**src/rtl/ws2812_bit_enc.sv**
```systemverilog
// WS2812 single-bit NRZ line encoder: one bit per bit_rdy_in, one bit_done_out pulse per bit period.
// Optional one-entry skid buffer for requests arriving mid-bit: define WS2812_BIT_ENC_SKID_EN.
module ws2812_bit_enc #(
    parameter int unsigned T0H_CNT  = 80,
    parameter int unsigned T1H_CNT  = 160,
    parameter int unsigned TBIT_CNT = 250
) (
    input  logic clk_in,
    input  logic rst_in,
    input  logic bit_rdy_in,
    input  logic bit_data_in,
    output logic bit_done_out,
    output logic dout_out,
    output logic busy_out,
    output logic overrun_out
);

    localparam int unsigned CNT_W = 16;
    localparam logic [CNT_W-1:0] T0H      = CNT_W'(T0H_CNT);
    localparam logic [CNT_W-1:0] T1H      = CNT_W'(T1H_CNT);
    localparam logic [CNT_W-1:0] CNT_LAST = CNT_W'(TBIT_CNT - 1);

    localparam logic [0:0] ST_IDLE = 1'b0;
    localparam logic [0:0] ST_SEND = 1'b1;

    logic [0:0]       state_q, state_d;
    logic [CNT_W-1:0] cnt_q, cnt_d;
    logic             bit_q, bit_d;
    logic             dout_d, busy_d, done_d, ovr_d;
`ifdef WS2812_BIT_ENC_SKID_EN
    logic             skid_vld_q, skid_vld_d;
    logic             skid_bit_q, skid_bit_d;
`endif

    // Next-state logic; outputs are registered images of the current bit cycle
    always_comb begin
        state_d    = state_q;
        cnt_d      = cnt_q;
        bit_d      = bit_q;
        ovr_d      = 1'b0;
`ifdef WS2812_BIT_ENC_SKID_EN
        skid_vld_d = skid_vld_q;
        skid_bit_d = skid_bit_q;
`endif
        busy_d = (state_q == ST_SEND);
        dout_d = busy_d && (cnt_q < (bit_q ? T1H : T0H));
        done_d = busy_d && (cnt_q == CNT_LAST);

        case (state_q)
            ST_IDLE: begin
                if (bit_rdy_in) begin
                    state_d = ST_SEND;
                    cnt_d   = '0;
                    bit_d   = bit_data_in;
                end
            end
            ST_SEND: begin
                if (cnt_q == CNT_LAST) begin
                    // Final cycle: chain the next bit with zero gap if one is available
`ifdef WS2812_BIT_ENC_SKID_EN
                    if (skid_vld_q) begin
                        cnt_d      = '0;
                        bit_d      = skid_bit_q;
                        skid_vld_d = bit_rdy_in;
                        skid_bit_d = bit_data_in;
                    end else
`endif
                    if (bit_rdy_in) begin
                        cnt_d = '0;
                        bit_d = bit_data_in;
                    end else begin
                        state_d = ST_IDLE;
                        cnt_d   = '0;
                    end
                end else begin
                    cnt_d = cnt_q + CNT_W'(1);
                    if (bit_rdy_in) begin
`ifdef WS2812_BIT_ENC_SKID_EN
                        if (!skid_vld_q) begin
                            skid_vld_d = 1'b1;
                            skid_bit_d = bit_data_in;
                        end else begin
                            ovr_d = 1'b1;
                        end
`else
                        ovr_d = 1'b1;
`endif
                    end
                end
            end
            default: state_d = ST_IDLE;
        endcase
    end

    always_ff @(posedge clk_in) begin
        if (rst_in) begin
            state_q      <= ST_IDLE;
            cnt_q        <= '0;
            bit_q        <= 1'b0;
            dout_out     <= 1'b0;
            busy_out     <= 1'b0;
            bit_done_out <= 1'b0;
            overrun_out  <= 1'b0;
`ifdef WS2812_BIT_ENC_SKID_EN
            skid_vld_q   <= 1'b0;
            skid_bit_q   <= 1'b0;
`endif
        end else begin
            state_q      <= state_d;
            cnt_q        <= cnt_d;
            bit_q        <= bit_d;
            dout_out     <= dout_d;
            busy_out     <= busy_d;
            bit_done_out <= done_d;
            overrun_out  <= ovr_d;
`ifdef WS2812_BIT_ENC_SKID_EN
            skid_vld_q   <= skid_vld_d;
            skid_bit_q   <= skid_bit_d;
`endif
        end
    end

endmodule

```
**config.mk**
```make
export PLATFORM = sky130hd
export DESIGN_NAME = ws2812_bit_enc
export DESIGN_NICKNAME = d
export VERILOG_FILES = /design/src/rtl/ws2812_bit_enc.sv
export SDC_FILE = /design/constraint.sdc
export NUM_CORES = 1
export LEC_CHECK = 0
export BUFFER_PORTS_ARGS = -buffer_cell sky130_fd_sc_hd__buf_2
export CELL_PAD_IN_SITES_DETAIL_PLACEMENT = 1
export CELL_PAD_IN_SITES_GLOBAL_PLACEMENT = 2
export CORE_MARGIN = 3
export CORE_UTILIZATION = 35
export CTS_BUF_LIST = sky130_fd_sc_hd__clkbuf_8
export CTS_CLUSTER_SIZE = 40
export DETAILED_ROUTE_END_ITERATION = 8
export HOLD_SLACK_MARGIN = 0.1
export PLACE_DENSITY_LB_ADDON = 0.05
export SYNTH_ARGS = -nofsm -noshare
export SYNTH_HDL_FRONTEND = slang
export SYNTH_SLANG_ARGS = --single-unit
```
**constraint.sdc**
```tcl
create_clock -name clk_in -period 1.5 [get_ports clk_in]
set_clock_uncertainty 0.05 [all_clocks]
set_input_delay 0.075 -clock clk_in [delete_from_list [all_inputs] [get_ports clk_in]]
set_output_delay 0.075 -clock clk_in [all_outputs]
set_load 0.01 [all_outputs]
```
; ---- Word level (Yosys, flattened, before mapping)
; Cells that the tools add are included.
[word_totals]
reg_bits = 22
output_inout_bits = 4
elab_cells = 26
[classes]
n_addsub = 1
n_lt_le_gt_ge = 1
eq_ne = 3
n_mux = 10
bitwise_logic = 1
n_reduce_logical = 3
[op_table]
columns = op, n
row1 = 16-bit 2-to-1 mux, 2
row2 = 16-bit case mux with 2 select lines, 1
row3 = "16-bit by 1-bit adder with 16-bit output, second input constant", 1
row4 = "16-bit by 8-bit equality test with 1-bit output, second input constant", 1
row5 = 16-bit by 8-bit less-than comparator with 1-bit output, 1
row6 = 8-bit 2-to-1 mux, 1
row7 = 1-bit 2-to-1 mux, 4
row8 = 1-bit case mux with 2 select lines, 2
row9 = 3-bit OR reduction, 1
row10 = 1-bit logical AND, 2
row11 = "2-bit by 1-bit != test with 1-bit output, second input constant", 1
row12 = "2-bit != test, second input constant", 1
row13 = 1-bit inverter, 1

; ---- Depth between registers and ports, before layout
; Gate-level depths: netlist (run 1).
[depth]
ltp_word = 3
mapped_depth = 8
depth_no_buf = 6

; ---- Worst setup path before layout (run 1)
; No wires, ideal clock.
[synth_path]
kind = flip-flop to flip-flop
from = reg cnt_q[1]
to = reg cnt_q[12]
t_arrival_ps = 1475
path_slack_ps = -96
stages_incl_launch_ff = 9
path_buffers = 2
synth_period_minus_slack_ps = 1596
cell_sequence = dfxtp_1 > inv_1 > ha_1 > and3b_1 > a41oi_2 > buf_6 > buf_6 > nand4_1 > mux2i_1
[synth_between]
elab_chain_len = 3
[synth_lines]
columns = item, line
row1 = "start, declared", 27  ; logic [CNT_W-1:0] cnt_q, cnt_d;
row2 = "start signal, assigned", 110  ; cnt_q <= cnt_d;
row3 = 16-bit by 1-bit adder with 16-bit output or 16-bit by 8-bit equality test with 1-bit output (tied branches), "76, 58"
row4 = 16-bit 2-to-1 mux (*), 58  ; if (cnt_q == CNT_LAST) begin
row5 = 16-bit case mux with 2 select lines (*), 49  ; case (state_q)
; Mark *: on every way between the ends. The rest lies on a longest branch, timed or not.
; A chain may end at the register's enable or synchronous reset.

; ---- Worst setup path after layout (run 1)
[layout_path]
from = reg cnt_q[9]
to = reg cnt_q[6]
[layout_between]
elab_chain_len = 3
[layout_lines]
columns = item, line
row1 = 16-bit by 8-bit equality test with 1-bit output, 58
row2 = 16-bit 2-to-1 mux, 58
row3 = 16-bit case mux with 2 select lines, 49
; No other way between the ends.

==> insert_results.sql, run 1 <==
INSERT INTO impl_metrics (metric_group, metric, value, unit) VALUES
('synthesis', 'synth_most_common_cell', 'sky130_fd_sc_hd__dfxtp_1', ''),
('timing', 'fmaxAchievable', '607', 'MHz'),
('setup_path', 'criticalPathCategory', 'reg2reg', ''),
('synthesis', 'synth_area', '0.00122', 'mm²'),
('synthesis', 'synth_seq_cells', '22', ''),
('die', 'die_w', '64.9', 'µm'),
('setup_path', 'critical_path.most_common_cell', 'sky130_fd_sc_hd__buf_6', ''),
('clock_tree', 'num_cts_buffers', '3', ''),
('finish', 'layout-drive-gt1-share', '41.3', '%'),
('synthesis', 'synth_xor_xnor_area_share', '0.720', '%'),
('setup_path', 'critical_path.max_stage_delay', '370', 'ps'),
('setup_path', 'critPathBufInv', '3', ''),
('global_route', 'overflow', '0', ''),
('route', 'drtAntennaViolNets', '0', ''),
('global_route', 'wire_length_of_the_first_global_routing_pass', '6200', 'µm'),
('finish', 'antenna-diode-count', '0', ''),
('timing', 'fin_ws', '-149', 'ps'),
('clock_tree', 'clock_tree.root_cell', 'sky130_fd_sc_hd__clkbuf_8', ''),
('place', 'dp_hpwl', '2660', 'µm'),
('synthesis', 'synth_top_cell_area_share', '36.2', '%'),
('synthesis', 'synth.net_count', '145', ''),
('status', 'result_of_the_run', 'finished, violations left', ''),
('place', 'detailed_place.area', '0.00146', 'mm²'),
('synthesis', 'ys_seq_area_share', '36.2', '%'),
('synthesis', 'ys_top_cells_by_count', 'sky130_fd_sc_hd__dfxtp_1 (22), sky130_fd_sc_hd__nand3_1 (10), sky130_fd_sc_hd__nor2_1 (10)', ''),
('global_route', 'grt_usage', '19.1', '%'),
('route', 'detailroute.via_count', '1214', ''),
('finish', 'nFillCells', '388', ''),
('timing', 'final_hold_viol_count', '0', ''),
('route', 'postRouteWirelength', '3690', 'µm'),
('finish', 'area_growth_syn_to_layout', '40.6', '%'),
('setup_path', 'worstSetupEndpointType', 'flip-flop', ''),
('synthesis', 'number_of_cells_produced_by_synthesis', '136', ''),
('setup_path', 'timing.critical_path.slowest_stage_cell', 'sky130_fd_sc_hd__dfxtp_4', ''),
('synthesis', 'synth-edff-count', '0', ''),
('hold_path', 'timing.hold.worst.class', 'in2reg', ''),
('route', 'wl_per_cell', '16.5', 'µm'),
('power', 'power.ir.vdd_worst', '314', 'µV'),
('synthesis', 'synth_adder_area_share', '5.14', '%'),
('timing', 'slew_viol_final', '0', ''),
('finish', 'finalInstanceArea', '0.00171', 'mm²'),
('timing', 'whs', '153', 'ps'),
('timing', 'final.period_utilization', '110', '%'),
('finish', 'net_count_of_the_finished_layout', '189', ''),
('clock_tree', 'maximum_clock_path_buffer_count', '2', ''),
('power', 'p_leak', '0.000683', 'µW'),
('synthesis', 'synthMuxAreaShare', '3.29', '%'),
('setup_path', 'cp.required', '1610', 'ps'),
('synthesis', 'syn_area_cell', '8.94', 'µm²'),
('global_route', 'via_count_of_the_first_global_routing_pass', '1317', ''),
('setup_path', 'crit_family', 'buffers and inverters', ''),
('route', 'first_iter_violations', '46', ''),
('global_route', 'antenna_found_initial', '0', ''),
('synthesis', 'area_share_of_and_or_nand_nor_cells_after_synthesis', '25.5', '%'),
('power', 'post_layout_power', '1200', 'µW'),
('timing', 'layout_min_cycle_time', '1650', 'ps'),
('timing', 'timing.final.setup_violations', '16', ''),
('synthesis', 'cell_accounting_for_the_most_synthesized_area', 'sky130_fd_sc_hd__dfxtp_1', ''),
('timing', 'slew_headroom', '75.3', '%'),
('route', 'detail_route.drc_violations', '0', ''),
('setup_path', 'rr_worst_depth', '6', ''),
('synthesis', 'yosysWarnings', '0', ''),
('setup_path', 'critical_path.startpoint_type', 'flip-flop', ''),
('synthesis', 'synth.distinct_cells', '39', ''),
('synthesis', 'synth_ff_type', 'sky130_fd_sc_hd__dfxtp_1', ''),
('setup_path', 'rr_startpoint', 'cnt_q[9]$_SDFFE_PP0P_', ''),
('synthesis', 'ys_async_sr_fraction', '0', '%'),
('setup_path', 'worst-endpoint-arrival', '1760', 'ps'),
('die', 'num_rows', '20', ''),
('status', 'failed_checks', 'negative setup slack', ''),
('clock_tree', 'htree_levels', '1', '');
## cell usage in the layout (no fill, tap or decap), types with 4 or more instances in the layout
| cell type | n |
|---|---|
| sky130_fd_sc_hd__buf_4 | 35 |
| sky130_fd_sc_hd__dfxtp_1 | 18 |
| sky130_fd_sc_hd__nor2_1 | 10 |
| sky130_fd_sc_hd__nand3_1 | 8 |
| sky130_fd_sc_hd__nand2_1 | 8 |
| sky130_fd_sc_hd__a21oi_1 | 7 |
| sky130_fd_sc_hd__a31oi_1 | 7 |
| sky130_fd_sc_hd__buf_2 | 7 |
| sky130_fd_sc_hd__inv_1 | 6 |
| sky130_fd_sc_hd__nand4_1 | 5 |
| sky130_fd_sc_hd__mux2i_1 | 4 |
| sky130_fd_sc_hd__clkbuf_8 | 4 |
## kinds of logic (layout without fill, tap and decap cells)
| logic type | Yosys count | count (layout) |
|---|---|---|
| and+or+nand+nor | 52 | 52 |
| AOI/OAI and AO/OA | 36 | 36 |
| DFF | 22 | 22 |
| buffers and inverters | 16 | 59 |
| adders and majority gates | 5 | 5 |
| muxes | 4 | 4 |
| xor gates and xnor gates | 1 | 1 |
## worst max-delay path by stage
stage / startpoint / end / slack (ps) / depth (start not counted)
after detailed placement: cnt_q[1]$_SDFFE_PP0P_ / cnt_q[13]$_SDFFE_PP0P_ / -190 / 7
after CTS: cnt_q[1]$_SDFFE_PP0P_ / cnt_q[13]$_SDFFE_PP0P_ / -150 / 7
after global placement: cnt_q[1]$_SDFFE_PP0P_ / cnt_q[13]$_SDFFE_PP0P_ / -120 / 7
final: cnt_q[9]$_SDFFE_PP0P_ / cnt_q[6]$_SDFFE_PP0P_ / -150 / 6
after floorplan: cnt_q[1]$_SDFFE_PP0P_ / cnt_q[12]$_SDFFE_PP0P_ / -20 / 8
after global routing: cnt_q[1]$_SDFFE_PP0P_ / cnt_q[3]$_SDFFE_PP0P_ / -250 / 6
## power by group
| group | internal, µW | switching, µW | total, µW |
|---|---|---|---|
| combinational | 74.3 | 75.8 | 150 |
| clock | 235 | 211 | 445 |
| sequential | 592 | 10.7 | 603 |
## stage by stage
step                setup WS [ps]  utilization (%)  setup TNS (ps)  instances
global placement             -120             46.1            -672        207
floorplan                   -18.2                -           -61.0        136
detailed placement           -189             46.1            -984        207
finish                       -149             53.8           -1330        223
CTS                          -147             51.3           -1210        221
global route                 -249             53.8           -3010        223
## layout make-up
type | instances | area (µm²) | share of cell area, %
multi-input cells | 98 | 757 | 44.3
repair buffers | 48 | 362 | 21.1
clock buffers | 4 | 55.1 | 3.22
flip-flops and latches | 22 | 453 | 26.5
well taps | 44 | 55.1 | 3.22
inverters | 7 | 28.8 | 1.68
## routing by layer
layer  vias to the layer above  part of all wire (%)  GRT usage, %
li1                        597                     -             -
met1                       600                    47          23.1
met2                        10                    50          34.6
met3                         7                   1.4          2.08
met4                         0                   1.6          6.86
met5                         -                     0             0
## worst reg2reg max path, cell delays in order, from the launching register on
cell and delay, ps:
sky130_fd_sc_hd__dfxtp_4 370, sky130_fd_sc_hd__nor4_4 350, sky130_fd_sc_hd__a41oi_2 190, sky130_fd_sc_hd__buf_6 170
sky130_fd_sc_hd__buf_4 130, sky130_fd_sc_hd__buf_6 110, sky130_fd_sc_hd__a22o_1 180
## sequential cells by signal, summed over array words and instances (netlist names)
name and count:
bit_done_out 1, cnt_q 16, busy_d 1, busy_out 1
bit_q 1, overrun_out 1, dout_out 1
## repair_timing
action                                 CTS  global route
endpoints found under the hold margin    9             0
gates resized for setup                  8            15
hold buffers                             3             0
buffers inserted                         8             3
setup endpoints to repair               16            20
pin swaps                                1             7
Note: power is estimated with default switching activity, not from simulation.
==> run 2: changes to the inputs <==
--- a/config.mk
+++ b/config.mk
@@ -9,8 +9,7 @@
 export CELL_PAD_IN_SITES_DETAIL_PLACEMENT = 1
 export CELL_PAD_IN_SITES_GLOBAL_PLACEMENT = 2
 export CORE_MARGIN = 3
-export CORE_UTILIZATION = 35
-export CTS_BUF_LIST = sky130_fd_sc_hd__clkbuf_8
+export CORE_UTILIZATION = 33
 export CTS_CLUSTER_SIZE = 40
 export DETAILED_ROUTE_END_ITERATION = 8
 export HOLD_SLACK_MARGIN = 0.1
==> run 2 against run 1 <==
  * The run still ends with negative setup slack left
  * Cell area rose by 4.2%
  * Maximum frequency fell by 0.72%
  * Sequential power barely moved
  * Die area rose by 5.5%
  * Power rose by 11%
  * Combinational power rose by 9%
  * First-iteration DRC count fell by 24%
  * Global-route usage fell by 1.8 points
  * Non-clock buffer count rose by 5
  * Critical path depth rose by 1
  * Utilization fell by 2.0 points
==> insert_results.sql, run 2 (synthesis results as in run 1) <==
INSERT INTO impl_metrics (metric_group, metric, value, unit) VALUES
('finish', 'net_count_of_the_finished_layout', '194', ''),
('power', 'comb_power_share', '12.4', '%'),
('finish', 'largest_register_ffs', '16', ''),
('finish', 'layout_common_cells', 'sky130_fd_sc_hd__buf_4 (37), sky130_fd_sc_hd__dfxtp_1 (17), sky130_fd_sc_hd__nor2_1 (10)', ''),
('power', 'p_leak', '0.000717', 'µW'),
('global_route', 'grt_usage', '17.4', '%'),
('timing', 'worstMarginPinSlew', '346', 'ps'),
('setup_path', 'worstSetupEndpointType', 'flip-flop', ''),
('timing', 'grt_setup_unrepaired', 'true', ''),
('finish', 'regMostFlops', 'cnt_q', ''),
('finish', 'layout-drive-gt1-share', '42.9', '%'),
('route', 'drt_pass1_iterations', '4', ''),
('power', 'power.internal', '1030', 'µW'),
('route', 'detail_route.drc_violations', '0', ''),
('die', 'num_rows', '21', ''),
('timing', 'layout_min_cycle_time', '1660', 'ps'),
('finish', 'most_common_library_cell_in_the_layout_ignoring_fill_and_taps', 'sky130_fd_sc_hd__buf_4', ''),
('place', 'detailed_place.area', '0.00150', 'mm²'),
('place', 'dp_hpwl', '2590', 'µm'),
('finish', 'area_growth_syn_to_layout', '46.6', '%'),
('global_route', 'antenna_found_initial', '0', ''),
('route', 'post_drt_via_cell_ratio', '5.48', ''),
('finish', 'layout.core_utilization', '51.8', '%'),
('die', 'design.die.area', '0.00445', 'mm²'),
('global_route', 'via_count_of_the_first_global_routing_pass', '1210', ''),
('place', 'port-buffer-count', '7', ''),
('power', 'netSwitchingFraction', '22.2', '%'),
('route', 'wl_per_cell', '16.1', 'µm'),
('global_route', 'overflow', '0', ''),
('clock_tree', 'clock_tree.root_cell', 'sky130_fd_sc_hd__clkbuf_8', ''),
('place', 'pre_cts_slack', '-148', 'ps'),
('global_route', 'wire_length_of_the_first_global_routing_pass', '5930', 'µm'),
('hold_path', 'timing.hold.worst.class', 'in2reg', ''),
('setup_path', 'criticalPathCategory', 'reg2reg', ''),
('die', 'die_w', '66.7', 'µm'),
('timing', 'slew_viol_final', '0', ''),
('finish', 'finalInstanceArea', '0.00178', 'mm²'),
('power', 'power_density', '746', 'mW/mm²'),
('die', 'die_height', '66.7', 'µm'),
('route', 'detailroute.via_count', '1260', ''),
('die', 'fp.coreArea', '0.00344', 'mm²'),
('clock_tree', 'clkTransAtPathRegs', '80', 'ps'),
('setup_path', 'worst-endpoint-arrival', '1770', 'ps'),
('setup_path', 'cp_max_fo', '4', ''),
('status', 'failed_checks', 'negative setup slack', ''),
('status', 'result_of_the_run', 'finished, violations left', ''),
('clock_tree', 'clk-insertion-delay-late', '260', 'ps'),
('timing', 'timing.final.setup_violations', '18', ''),
('clock_tree', 'cts.sink_count', '22', ''),
('timing', 'slew_headroom', '76.8', '%'),
('route', 'first_iter_violations', '35', ''),
('global_route', 'grt_start_max_net_pins', '14', ''),
('power', 'clock_power_share', '42.1', '%'),
('clock_tree', 'htree_levels', '1', ''),
('setup_path', 'rr_startpoint', 'cnt_q[12]$_SDFFE_PP0P_', ''),
('power', 'power.ir.vdd_worst', '355', 'µV'),
('clock_tree', 'cts_tree', 'done', ''),
('setup_path', 'cp.required', '1610', 'ps'),
('die', 'num_io_pins', '8', ''),
('clock_tree', 'maximum_clock_path_buffer_count', '2', ''),
('setup_path', 'critical_path.startpoint_type', 'flip-flop', ''),
('power', 'share_seq_of_total_power', '45.5', '%'),
('timing', 'fmaxAchievable', '602', 'MHz'),
('timing', 'fin_ws', '-161', 'ps'),
('place', 'place_congestion', '0.788', ''),
('job', 'maxCapViolations', '0', ''),
('finish', 'antenna-diode-count', '0', ''),
('setup_path', 'crit_start', 'cnt_q[12]$_SDFFE_PP0P_', ''),
('timing', 'final_hold_viol_count', '0', ''),
('clock_tree', 'num_cts_buffers', '3', ''),
('route', 'drtAntennaViolNets', '0', ''),
('route', 'postRouteWirelength', '3700', 'µm'),
('die', 'start_util', '35.3', '%'),
('timing', 'whs', '194', 'ps'),
('power', 'switchingPower', '296', 'µW'),
('hold_path', 'hold_path.startpoint', 'rst_in', ''),
('timing', 'final.period_utilization', '111', '%');
## run 2: cell count changes in the layout (fill, tap and decap cells not counted), moves of 2 or more
cell,before,now
sky130_fd_sc_hd__a311oi_1,3,1
sky130_fd_sc_hd__a311oi_2,0,2
sky130_fd_sc_hd__a41oi_2,3,0
sky130_fd_sc_hd__a41oi_4,0,2
sky130_fd_sc_hd__buf_4,35,37
sky130_fd_sc_hd__buf_6,3,5
sky130_fd_sc_hd__dfxtp_2,1,4
sky130_fd_sc_hd__dfxtp_4,3,1
## run 2: area by class of cell
type                    count  area [µm²]
fillers                   401        1660
multi-input cells          98         772
flip-flops and latches     22         449
repair buffers             53         404
well taps                  46        57.6
clock buffers               3        41.3
clock inverters             1        30.0
inverters                   7        28.8
## run 2: power groups by stage
stage          Clock, µW  Combinational [µW]  Sequential [µW]
5_1_grt              594                 180              608
2_1_floorplan          0                70.6              617
3_3_place_gp           0                 119              617
4_1_cts              578                 144              604
3_5_place_dp           0                 124              617
6_report             560                 164              605
## run 2: worst paths after layout
| path | to | slack, ps | cells after the start |
|---|---|---|---|
| worst min-delay path | busy_out$_SDFF_PP0_ | 190 | 3 |
| worst max-delay path | cnt_q[1]$_SDFFE_PP0P_ | -160 | 7 |
| worst min register to register | cnt_q[7]$_SDFFE_PP0P_ | 490 | 1 |
| worst max register to register | cnt_q[1]$_SDFFE_PP0P_ | -160 | 7 |
## run 2: stage by stage
stage | cells | total power [µW] | setup TNS, ps
after detailed placement | 214 | 741 | -1080
after floorplan | 136 | 688 | -61.0
after global routing | 230 | 1380 | -3570
final | 230 | 1330 | -2010
after global placement | 214 | 736 | -759
after CTS | 223 | 1330 | -1380
## run 2: layer usage
layer,vias to the layer above,GRT usage (%),wire (µm)
li1,609,-,-
met1,624,24.0,1780
met2,21,29.2,1810
met3,6,1.52,71
met4,0,3.81,37
met5,-,0,0
## run 2: critical path, cell delays in order, from the launching register on
cell and delay, ps:
sky130_fd_sc_hd__dfxtp_2 350, sky130_fd_sc_hd__nor4_4 360, sky130_fd_sc_hd__buf_4 200, sky130_fd_sc_hd__a41oi_4 140
sky130_fd_sc_hd__buf_6 160, sky130_fd_sc_hd__buf_6 110, sky130_fd_sc_hd__a22oi_1 140, sky130_fd_sc_hd__nor2_1 50
## run 2: timing repair
item | CTS | global route
endpoints found under the setup margin | 17 | 20
endpoints found under the hold margin | 5 | 0
gates cloned | 0 | 1
pin swaps | 3 | 8
gates resized for setup | 13 | 12
setup buffers | 2 | 6
hold buffers | 3 | 0
==> run 3: changes to the inputs <==
--- a/config.mk
+++ b/config.mk
@@ -14,6 +14,7 @@
 export DETAILED_ROUTE_END_ITERATION = 8
 export HOLD_SLACK_MARGIN = 0.1
 export PLACE_DENSITY_LB_ADDON = 0.05
+export SKIP_CTS_REPAIR_TIMING = 1
 export SYNTH_ARGS = -nofsm -noshare
 export SYNTH_HDL_FRONTEND = slang
 export SYNTH_SLANG_ARGS = --single-unit
==> run 3 against run 2 <==
  * The run still ends with negative setup slack left
  * Sequential power hardly changed
  * Cell count is 1.3% lower
  * Non-clock buffer count is 3 lower
  * Worst hold slack worse by 86 ps
  * Register-to-register slack worse by 30 ps
  * Largest cell class unchanged
  * Via count is 1.2% lower
  * Routed wire length is 4.4% higher
  * Utilization is 0.84 points lower
  * Die area stayed put
  * Sequential share of layout area is 0.41 points higher
  * Global-route usage is 0.88 points lower
==> insert_results.sql, run 3 (synthesis results as in run 1) <==
INSERT INTO impl_metrics (metric_group, metric, value, unit) VALUES
('timing', 'layout_min_cycle_time', '1690', 'ps'),
('timing', 'fmaxAchievable', '591', 'MHz'),
('timing', 'totalNegativeSetupSlack', '-2070', 'ps'),
('global_route', 'antenna_found_initial', '0', ''),
('power', 'netSwitchingFraction', '22.7', '%'),
('timing', 'final.period_utilization', '113', '%'),
('timing', 'fin_ws', '-192', 'ps'),
('global_route', 'grt_usage', '16.5', '%'),
('clock_tree', 'clk-insertion-delay-late', '270', 'ps'),
('finish', 'layout-drive-gt1-share', '40.3', '%'),
('clock_tree', 'maximum_clock_path_buffer_count', '2', ''),
('place', 'pre_cts_slack', '-148', 'ps'),
('setup_path', 'criticalPathCategory', 'reg2reg', ''),
('power', 'clock_power_share', '42.7', '%'),
('status', 'failed_checks', 'negative setup slack', ''),
('setup_path', 'worst-endpoint-arrival', '1840', 'ps'),
('place', 'detailed_place.area', '0.00150', 'mm²'),
('die', 'die_w', '66.7', 'µm'),
('timing', 'final_hold_viol_count', '0', ''),
('clock_tree', 'cts_tree', 'done', ''),
('finish', 'net_count_of_the_finished_layout', '191', ''),
('setup_path', 'critical_path.max_stage_delay', '360', 'ps'),
('place', 'dp_hpwl', '2590', 'µm'),
('clock_tree', 'clkTransAtPathRegs', '90', 'ps'),
('finish', 'layout_common_cells', 'sky130_fd_sc_hd__buf_4 (36), sky130_fd_sc_hd__dfxtp_1 (19), sky130_fd_sc_hd__nor2_1 (10), sky130_fd_sc_hd__nand3_1 (9)', ''),
('timing', 'slew_headroom', '78.2', '%'),
('route', 'post_drt_via_cell_ratio', '5.48', ''),
('setup_path', 'timing.critical_path.slowest_stage_cell', 'sky130_fd_sc_hd__dfxtp_4', ''),
('die', 'num_io_pins', '8', ''),
('status', 'result_of_the_run', 'finished, violations left', ''),
('global_route', 'grt_start_max_net_pins', '14', ''),
('finish', 'largest_register_ffs', '16', ''),
('finish', 'area_growth_syn_to_layout', '44.2', '%'),
('power', 'share_seq_of_total_power', '45.5', '%'),
('clock_tree', 'htree_levels', '1', ''),
('finish', 'layout.core_utilization', '51.0', '%'),
('die', 'die_height', '66.7', 'µm'),
('power', 'switchingPower', '302', 'µW'),
('route', 'drt_pass1_iterations', '4', ''),
('route', 'detail_route.drc_violations', '0', ''),
('setup_path', 'worstSetupEndpointType', 'flip-flop', ''),
('finish', 'regMostFlops', 'cnt_q', ''),
('route', 'postRouteWirelength', '3860', 'µm'),
('finish', 'most_common_library_cell_in_the_layout_ignoring_fill_and_taps', 'sky130_fd_sc_hd__buf_4', ''),
('timing', 'grt_setup_unrepaired', 'true', ''),
('route', 'detailroute.via_count', '1245', ''),
('power', 'p_leak', '0.000716', 'µW'),
('hold_path', 'timing.hold.worst.class', 'in2reg', ''),
('die', 'num_rows', '21', ''),
('job', 'maxCapViolations', '0', ''),
('finish', 'antenna-diode-count', '0', ''),
('finish', 'sequential_cell_area', '449', 'µm²'),
('global_route', 'wire_length_of_the_first_global_routing_pass', '5600', 'µm'),
('setup_path', 'crit_family', 'flip-flops', ''),
('clock_tree', 'clock_tree.root_cell', 'sky130_fd_sc_hd__clkbuf_8', ''),
('die', 'design.die.area', '0.00445', 'mm²'),
('setup_path', 'sequence_of_cells_on_the_critical_path', 'inv_2, ha_4, and3b_2, a41oi_4, buf_4, buf_6, nand3_1, mux2i_1', ''),
('power', 'comb_power_share', '11.9', '%'),
('setup_path', 'cp.required', '1650', 'ps'),
('setup_path', 'critical_path.startpoint_type', 'flip-flop', ''),
('place', 'place_congestion', '0.788', ''),
('finish', 'nFillCells', '407', ''),
('place', 'port-buffer-count', '7', ''),
('global_route', 'overflow', '0', ''),
('power', 'power.internal', '1030', 'µW'),
('timing', 'worstMarginPinSlew', '325', 'ps'),
('die', 'start_util', '35.3', '%'),
('route', 'drtAntennaViolNets', '0', ''),
('clock_tree', 'num_cts_buffers', '3', ''),
('setup_path', 'cp_max_fo', '6', ''),
('finish', 'finalInstanceArea', '0.00175', 'mm²'),
('power', 'power_density', '758', 'mW/mm²'),
('setup_path', 'critPathBufInv', '3', ''),
('die', 'fp.coreArea', '0.00344', 'mm²'),
('global_route', 'via_count_of_the_first_global_routing_pass', '1161', ''),
('finish', 'area_of_the_multi_input_gates', '768', 'µm²'),
('clock_tree', 'cts.sink_count', '22', ''),
('timing', 'timing.final.setup_violations', '18', ''),
('route', 'wl_per_cell', '17.0', 'µm'),
('route', 'first_iter_violations', '74', ''),
('timing', 'slew_viol_final', '0', ''),
('power', 'power.ir.vdd_worst', '343', 'µV');
-- run 3: layout make-up --
class                   count  share of cell area [%]
flip-flops and latches     22                    25.6
multi-input cells          98                    43.8
clock buffers               3                    2.35
inverters                   7                    1.50
well taps                  46                    3.28
repair buffers             50                    21.8
clock inverters             1                    1.71
-- run 3: final timing paths --
kind	from	to	slack (ps)	cells past startpoint
worst min-delay path	rst_in	cnt_q[0]$_SDFFE_PP0P_	110	3
worst max-delay path	cnt_q[1]$_SDFFE_PP0P_	cnt_q[9]$_SDFFE_PP0P_	-190	8
worst max register to register	cnt_q[1]$_SDFFE_PP0P_	cnt_q[9]$_SDFFE_PP0P_	-190	8
worst min register to register	cnt_q[7]$_SDFFE_PP0P_	cnt_q[7]$_SDFFE_PP0P_	490	1
-- run 3: through the flow --
| stage | hold WS, ps | total power, µW | instances |
|---|---|---|---|
| after CTS | 17.1 | 1310 | 218 |
| after global placement | 299 | 736 | 214 |
| after floorplan | 146 | 688 | 136 |
| final | 108 | 1330 | 227 |
| after global routing | 129 | 1370 | 227 |
| after detailed placement | 309 | 741 | 214 |
-- run 3: worst reg2reg max path, stage by stage (launching register included) --
cell	delay, ps
sky130_fd_sc_hd__dfxtp_4	360
sky130_fd_sc_hd__inv_2	40
sky130_fd_sc_hd__ha_4	140
sky130_fd_sc_hd__and3b_2	260
sky130_fd_sc_hd__a41oi_4	260
sky130_fd_sc_hd__buf_4	160
sky130_fd_sc_hd__buf_6	110
sky130_fd_sc_hd__nand3_1	100
sky130_fd_sc_hd__mux2i_1	150
-- run 3: power by group through the flow --
stage	Clock [µW]	Combinational (µW)	Sequential, µW
after floorplan	0	70.6	617
after global placement	0	119	617
after detailed placement	0	124	617
after CTS	578	126	603
after global routing	593	172	607
final	567	158	604
-- run 3: layer usage --
layer  vias up  share of wire, %  wire (µm)  track usage, %
met2        10                49       1910            27.4
met3         5               1.3         49            1.52
met1       632                48       1870            22.9
met4         0              0.75         29            3.81
li1        598                 -          -               -
met5         -                 0          0               0
